==> src/rtl/tile_sched_ctrl_pkg.sv <==
// Shared definitions for the tile scheduler: default geometry, FSM state
// encodings and the row-major tile address helper.
package tile_sched_ctrl_pkg;

    // Default geometry: 8x8 matrix, 4x4 array, 8-bit buffer addresses.
    localparam int unsigned ROW_M_DEF      = 8;
    localparam int unsigned ROW_A_DEF      = 4;
    localparam int unsigned ADDR_WIDTH_DEF = 8;

    // Scheduler phases. A job walks LOAD_A -> LOAD_W -> COMPUTE for every
    // reduction tile k. It then drains the accumulators in DELOAD before it
    // moves on to the next output tile.
    typedef enum logic [2:0] {
        ST_IDLE    = 3'd0,
        ST_LOAD_A  = 3'd1,
        ST_LOAD_W  = 3'd2,
        ST_COMPUTE = 3'd3,
        ST_DELOAD  = 3'd4,
        ST_DONE    = 3'd5
    } sched_state_e;

    // Row-major element address of beat `beat` inside tile row `tile`.
    // The buffer holds `tiles` tile columns per element row.
    // The caller truncates the result to the buffer address width.
    function automatic logic [31:0] tile_addr(input int unsigned tile,
                                              input int unsigned beat,
                                              input int unsigned col,
                                              input int unsigned edge_len,
                                              input int unsigned tiles);
        return 32'((tile * edge_len + beat) * tiles + col);
    endfunction

endpackage

==> src/rtl/tile_sched_ctrl_loop_cnt.sv <==
// tile_loop_cnt: a wrapping up-counter with a run-time terminal value,
// an enable and a synchronous clear. The scheduler instantiates it for the
// i, j, k and beat (r) loop indices.
module tile_loop_cnt
    import tile_sched_ctrl_pkg::*;
#(
    parameter int WIDTH = 4
) (
    input  logic             clk,
    input  logic             reset,
    input  logic             clear,
    input  logic             en,
    input  logic [WIDTH-1:0] max_val,
    output logic [WIDTH-1:0] count,
    output logic             tc
);

    logic [WIDTH-1:0] count_q;
    logic [WIDTH-1:0] count_d;

    // Terminal count means the next enabled step wraps back to zero.
    assign tc    = (count_q == max_val);
    assign count = count_q;

    // Clear wins over enable. When enabled, the counter either steps or wraps.
    always_comb begin
        count_d = count_q;
        if (clear) begin
            count_d = '0;
        end else if (en) begin
            count_d = tc ? '0 : count_q + WIDTH'(1);
        end
    end

    // Count register. Reset is synchronous.
    always_ff @(posedge clk) begin
        if (reset) begin
            count_q <= '0;
        end else begin
            count_q <= count_d;
        end
    end

endmodule

==> src/rtl/tile_sched_ctrl.sv <==
// tile_sched_ctrl: sequences tiled matrix multiplication on a ROW_A x ROW_A
// systolic array. For every output tile (i, j) it loops over the reduction
// tiles k. Each k loads an A tile, then a W tile, then runs the compute wave.
// The accumulated result is drained once k is exhausted.
// Optional feature: define SCHED_PERF_CNT_EN to add a 32-bit cycle_count
// output that measures job length, stalls included.
module tile_sched_ctrl
    import tile_sched_ctrl_pkg::*;
#(
    parameter int ROW_M      = ROW_M_DEF,
    parameter int ROW_A      = ROW_A_DEF,
    parameter int ADDR_WIDTH = ADDR_WIDTH_DEF
) (
    input  logic                     clk,
    input  logic                     reset,
    input  logic                     start,
    input  logic                     stall,
    output logic                     busy,
    output logic                     done,
    output logic                     load_a,
    output logic                     load_w,
    output logic                     compute,
    output logic                     deload_out,
    output logic                     clear_acc,
    output logic [ADDR_WIDTH-1:0]    addr_a,
    output logic [ADDR_WIDTH-1:0]    addr_w,
    output logic [ADDR_WIDTH-1:0]    addr_res,
    output logic [$clog2(ROW_M)-1:0] index_i,
    output logic [$clog2(ROW_M)-1:0] index_j,
    output logic [$clog2(ROW_M)-1:0] index_k,
    output logic [$clog2(ROW_M)-1:0] index_r
`ifdef SCHED_PERF_CNT_EN
    ,
    output logic [31:0]              cycle_count
`endif
);

    // Number of tiles along each matrix edge.
    localparam int T     = ROW_M / ROW_A;
    localparam int IDX_W = $clog2(ROW_M);
    // The beat counter must reach 3*ROW_A-3 in COMPUTE, which can exceed
    // ROW_M-1 for small T. It is therefore sized independently of the
    // index outputs.
    localparam int R_W   = $clog2(3 * ROW_A);

    localparam logic [IDX_W-1:0] TILE_MAX = IDX_W'(T - 1);
    localparam logic [R_W-1:0]   LOAD_MAX = R_W'(ROW_A - 1);
    localparam logic [R_W-1:0]   COMP_MAX = R_W'(3 * ROW_A - 3);

    sched_state_e state_q;
    sched_state_e state_d;

    logic start_prev_q;
    logic start_prev_d;
    logic start_edge;

    logic cnt_clear;
    logic i_en;
    logic j_en;
    logic k_en;
    logic r_en;
    logic i_tc;
    logic j_tc;
    logic k_tc;
    logic r_tc;
    logic [IDX_W-1:0] i_cnt;
    logic [IDX_W-1:0] j_cnt;
    logic [IDX_W-1:0] k_cnt;
    logic [R_W-1:0]   r_cnt;
    logic [R_W-1:0]   r_max;

    logic [ADDR_WIDTH-1:0] addr_a_q;
    logic [ADDR_WIDTH-1:0] addr_a_d;
    logic [ADDR_WIDTH-1:0] addr_w_q;
    logic [ADDR_WIDTH-1:0] addr_w_d;
    logic [ADDR_WIDTH-1:0] addr_res_q;
    logic [ADDR_WIDTH-1:0] addr_res_d;

    // A job launches only when start rises. A level-held start never
    // relaunches a job.
    assign start_edge   = start & ~start_prev_q;
    assign start_prev_d = start;

    // The beat counter wraps at the length of whichever phase is active.
    assign r_max = (state_q == ST_COMPUTE) ? COMP_MAX : LOAD_MAX;

    tile_loop_cnt #(.WIDTH(IDX_W)) u_cnt_i (
        .clk(clk), .reset(reset), .clear(cnt_clear), .en(i_en),
        .max_val(TILE_MAX), .count(i_cnt), .tc(i_tc)
    );

    tile_loop_cnt #(.WIDTH(IDX_W)) u_cnt_j (
        .clk(clk), .reset(reset), .clear(cnt_clear), .en(j_en),
        .max_val(TILE_MAX), .count(j_cnt), .tc(j_tc)
    );

    tile_loop_cnt #(.WIDTH(IDX_W)) u_cnt_k (
        .clk(clk), .reset(reset), .clear(cnt_clear), .en(k_en),
        .max_val(TILE_MAX), .count(k_cnt), .tc(k_tc)
    );

    tile_loop_cnt #(.WIDTH(R_W)) u_cnt_r (
        .clk(clk), .reset(reset), .clear(cnt_clear), .en(r_en),
        .max_val(r_max), .count(r_cnt), .tc(r_tc)
    );

    // Next-state and loop-counter enables. A stall freezes every phase
    // state, so counters and addresses hold as well.
    always_comb begin
        state_d   = state_q;
        cnt_clear = 1'b0;
        r_en      = 1'b0;
        k_en      = 1'b0;
        j_en      = 1'b0;
        i_en      = 1'b0;
        case (state_q)
            ST_IDLE: begin
                if (start_edge) begin
                    state_d   = ST_LOAD_A;
                    cnt_clear = 1'b1;
                end
            end
            ST_LOAD_A: begin
                if (!stall) begin
                    r_en = 1'b1;
                    if (r_tc) begin
                        state_d = ST_LOAD_W;
                    end
                end
            end
            ST_LOAD_W: begin
                if (!stall) begin
                    r_en = 1'b1;
                    if (r_tc) begin
                        state_d = ST_COMPUTE;
                    end
                end
            end
            ST_COMPUTE: begin
                if (!stall) begin
                    r_en = 1'b1;
                    if (r_tc) begin
                        k_en    = 1'b1;
                        state_d = k_tc ? ST_DELOAD : ST_LOAD_A;
                    end
                end
            end
            ST_DELOAD: begin
                if (!stall) begin
                    r_en = 1'b1;
                    if (r_tc) begin
                        j_en    = 1'b1;
                        i_en    = j_tc;
                        state_d = (i_tc && j_tc) ? ST_DONE : ST_LOAD_A;
                    end
                end
            end
            ST_DONE: begin
                state_d = ST_IDLE;
            end
            default: begin
                state_d = ST_IDLE;
            end
        endcase
    end

    // Phase strobes and status. The strobes drop while stalled so the array
    // never sees a repeated beat.
    always_comb begin
        busy       = (state_q != ST_IDLE);
        done       = (state_q == ST_DONE);
        load_a     = (state_q == ST_LOAD_A)  && !stall;
        load_w     = (state_q == ST_LOAD_W)  && !stall;
        compute    = (state_q == ST_COMPUTE) && !stall;
        deload_out = (state_q == ST_DELOAD)  && !stall;
        clear_acc  = (state_q == ST_LOAD_A) && !stall &&
                     (k_cnt == '0) && (r_cnt == '0);
    end

    // Buffer addresses follow the loop indices during their own phase.
    // Outside that phase they hold the last value issued.
    always_comb begin
        addr_a_d   = addr_a_q;
        addr_w_d   = addr_w_q;
        addr_res_d = addr_res_q;
        if (state_q == ST_LOAD_A) begin
            addr_a_d = ADDR_WIDTH'(tile_addr(32'(i_cnt), 32'(r_cnt), 32'(k_cnt),
                                             32'(ROW_A), 32'(T)));
        end
        if (state_q == ST_LOAD_W) begin
            addr_w_d = ADDR_WIDTH'(tile_addr(32'(k_cnt), 32'(r_cnt), 32'(j_cnt),
                                             32'(ROW_A), 32'(T)));
        end
        if (state_q == ST_DELOAD) begin
            addr_res_d = ADDR_WIDTH'(tile_addr(32'(i_cnt), 32'(r_cnt), 32'(j_cnt),
                                               32'(ROW_A), 32'(T)));
        end
    end

    assign addr_a   = addr_a_d;
    assign addr_w   = addr_w_d;
    assign addr_res = addr_res_d;

    assign index_i = i_cnt;
    assign index_j = j_cnt;
    assign index_k = k_cnt;
    assign index_r = IDX_W'(r_cnt);

    // State, start history and address hold registers. Reset sets the start
    // history to 1. A start held high through reset then has to drop before
    // it can launch a job.
    always_ff @(posedge clk) begin
        if (reset) begin
            state_q      <= ST_IDLE;
            start_prev_q <= 1'b1;
            addr_a_q     <= '0;
            addr_w_q     <= '0;
            addr_res_q   <= '0;
        end else begin
            state_q      <= state_d;
            start_prev_q <= start_prev_d;
            addr_a_q     <= addr_a_d;
            addr_w_q     <= addr_w_d;
            addr_res_q   <= addr_res_d;
        end
    end

`ifdef SCHED_PERF_CNT_EN
    logic [31:0] cycle_count_q;
    logic [31:0] cycle_count_d;

    // Job length counter: cleared on launch, counts every busy cycle
    // including stalls, and holds once the job returns to idle.
    always_comb begin
        cycle_count_d = cycle_count_q;
        if (state_q == ST_IDLE) begin
            if (start_edge) begin
                cycle_count_d = '0;
            end
        end else begin
            cycle_count_d = cycle_count_q + 32'd1;
        end
    end

    // Cycle counter register.
    always_ff @(posedge clk) begin
        if (reset) begin
            cycle_count_q <= '0;
        end else begin
            cycle_count_q <= cycle_count_d;
        end
    end

    assign cycle_count = cycle_count_q;
`else
    // Without the performance option there is no cycle counter.
`endif

endmodule

==> config.mk <==
export PLATFORM = sky130hd
export DESIGN_NAME = tile_sched_ctrl
export DESIGN_NICKNAME = d
export VERILOG_FILES = /design/src/rtl/tile_sched_ctrl_pkg.sv /design/src/rtl/tile_sched_ctrl_loop_cnt.sv /design/src/rtl/tile_sched_ctrl.sv
export SDC_FILE = /design/constraint.sdc
export NUM_CORES = 1
export LEC_CHECK = 0
export BUFFER_PORTS_ARGS = -buffer_cell sky130_fd_sc_hd__buf_4
export CORE_MARGIN = 3
export CORE_UTILIZATION = 50
export CTS_CLUSTER_DIAMETER = 100
export DETAILED_ROUTE_END_ITERATION = 8
export PLACE_DENSITY = 0.73
export SETUP_SLACK_MARGIN = 0.02
export SLEW_MARGIN = 10
export SYNTH_ARGS = -nofsm -noshare
export SYNTH_HDL_FRONTEND = slang
export SYNTH_HIERARCHICAL = 1
export SYNTH_SLANG_ARGS = --single-unit
==> constraint.sdc <==
create_clock -name clk -period 5.8 [get_ports clk]
set_input_delay 0.29 -clock clk [delete_from_list [all_inputs] [get_ports clk]]
set_output_delay 0.29 -clock clk [all_outputs]
set_load 0.02 [all_outputs]
==> reports/qor.csv <==
metric,value,unit
n_antenna_cell,0,
worstPathArrival,2620,ps
drv_slew,0,
hold_viol,0,
yosys.area_share.simple,0.301,
cp_num_buf_inv,2,
hp-class,input port to flop,
synth_xor_xnor_area_share,0.110,
synth_ff_type,dfxtp_1,
synth_edf_count,0,
dp_hpwl,4.49,mm
synth-async-reset-ratio,0,
synth_top_area_frac,0.309,
reg2regPathDepth,9,
tns,0,ps
synth_mux_area_frac,0.0169,
ios,47,
fmax,343,MHz
cp_slowest_cell,fa_1,
ys_seq_area_frac,0.309,
finalCritPeriodShare,0.502,
hold_buffers,0,
fin_nets,376,
crit_fanout,9,
synthesis.area,2660,µm²
htree_levels,2,
syn_area_per_cell,8.80,µm²
gp_congestion,0.850,
yosysWarnings,6,
synth_top_area_cell,dfxtp_1,
route.vias.total,2224,
wl,5.81,mm
grt_usage,0.199,
final-setup-viol-count,0,
ys_ff_latch,41,
drt_iter0_drc,57,
worst_ep_required_time,5510,ps
r2r-end,u_cnt_i/count[2],
synth_area_leaders,"dfxtp_1, ha_1, nand2_1",
slew_headroom,0.578,
worstHoldEndpoint,start_prev_q,
max-vdd-ir-drop,0.0930,mV
start_util,0.538,
cap_viol_max_count,0,
detail-route-antenna-nets,0,
num_rows,25,
r2r_start,state_q[2],
grt_pass1_vias,2141,
drive_gt1_frac,0.202,
crit_family,simple AND/OR/NAND/NOR gates,
drt_pass1_iterations,4,
vias_per_cell,5.25,
status,finished clean,
cts_buffers,5,
postCtsResizedCells,0,
hold_path_depth,2,
synth-compound-area-share,0.139,
holdWs,214,ps
hold_start,start,
cts_tree,built,
clock-sinks,41,
synth_fa_ha_area_frac,0.0866,
max_stage_delay,520,ps
grt-ovfl-total,0,
clock_latency,290,ps
synth_cell_types,54,
clk_pin_slew,70,ps
fillers,455,
clk_path_buf_depth,2,
skew,4.60,ps
tightestPinTransition,634,ps
grt_max_degree,36,
power_density,158,nW/µm²
power.leakage,1.30,nW
r2r_setup_slack,3140,ps
grt_pass1_wl,9.90,mm
dieWidth,78.9,µm
syn_inst,302,
root_buffer,clkbuf_8,
yosys-top-cells-count,"dfxtp_1, nand2_1, nor2b_1",
end_kind,output pin,
layout_min_cycle_time,2910,ps
antenna_found_initial,0,
placed_cells,416,
area_growth,18.6,%
post_cts_buffers,0,
synth_top_family_by_area,simple AND/OR/NAND/NOR gates,
drcViolationCount,0,
die_y,78.9,µm
criticalPathCategory,flop to output pin,
rsz0062_at_grt,false,
synth_most_common_cell,dfxtp_1,
cp-start-kind,flop,
die_area,6230,µm²
path_cells,"ha_1, inv_1, fa_1, nand2b_1, nor4b_1, nand3_1, nand2_1, buf_4",
final_cells,424,
numPortBuffers,46,
core,4940,µm²
wl_per_cell,13.7,µm
==> registers in the layout, summed over array words and instances, names as in the netlist <==
name	count
u_cnt_r/count	4
u_cnt_i/count	3
u_cnt_j/count	3
addr_a_q	8
state_q	3
start_prev_q	1
addr_res_q	8
u_cnt_k/count	3
addr_w_q	8
==> layout by cell type, fill, tap and decap left out, drive strengths merged, types with 4 or more instances in the layout <==
master	count
nand3b	7
inv	9
nor3	10
o41ai	4
clkbuf	8
nand2b	9
nand3	5
ha	12
fa	4
nor2b	21
nor4b	6
xor2	18
a211oi	4
nand2	37
xnor2	11
dfxtp	41
nor2	17
o311ai	6
o21ai	10
buf	46
conb	14
a21oi	14
a21boi	6
==> cell type report <==
class,count,area (µm²),area share
Timing Repair Buffer,46,345,0.110
Sequential cell,41,821,0.260
Inverter,9,33.8,0.0107
Clock buffer,8,80.1,0.0254
Tap cell,67,83.8,0.0266
Multi-Input combinational cell,253,1790,0.567
==> per-layer routing <==
layer / global-route usage / up-vias / part of all wire
li1: - / 1136 / -
met1: 0.243 / 1038 / 0.46
met2: 0.346 / 44 / 0.48
met5: 0 / - / 0
met3: 0.0397 / 6 / 0.039
met4: 0.0704 / 0 / 0.014
==> worst reg2reg max path: cells and delay by family, from the launching register on <==
kind,cells,cell delay [ps]
DFF,1,580
xor gates and xnor gates,1,190
buffers and inverters,1,110
and+or+nand+nor,7,1670
==> how the worst max path moves through the flow <==
stage               cells past startpoint        startpoint  slack (ps)               end
CTS                                     8  u_cnt_r/count[2]        2900         addr_a[7]
detailed placement                      8        state_q[0]        3170  u_cnt_i/count[2]
global placement                        9        state_q[2]        3260  u_cnt_i/count[2]
finish                                  8  u_cnt_r/count[2]        2890         addr_a[7]
floorplan                               7  u_cnt_r/count[2]        3280       addr_res[6]
global route                            8  u_cnt_r/count[2]        2700         addr_a[7]
==> report_power, final <==
group | switching (mW) | leakage (nW) | internal [mW] | total [mW]
clock network | 0.0918 | 0.0395 | 0.0855 | 0.177
logic | 0.0227 | 0.933 | 0.0116 | 0.0343
registers | 0.00261 | 0.331 | 0.283 | 0.285
total | 0.117 | 1.30 | 0.380 | 0.497
==> stage by stage <==
step                area, µm²  total power [mW]  utilization  worst slack (ps)
detailed placement       3070             0.326        0.622              3170
CTS                      3150             0.502        0.638              2900
finish                   3150             0.497        0.638              2890
floorplan                2700             0.316            -              3280
global placement         3070             0.326        0.622              3260
global route             3150             0.519        0.638              2700
==> kinds of logic (layout without fill, tap and decap cells) <==
logic type	count (synthesis)	count (layout)
AO/OA/AOI/OAI	55	55
multiplexers	3	3
AND/OR/NAND/NOR	136	136
XOR/XNOR	29	29
adder cells (fa/ha/maj)	16	16
other	2	14
flip-flops	41	41
buffers and inverters	20	63
Power figures use the tool's default switching activity.
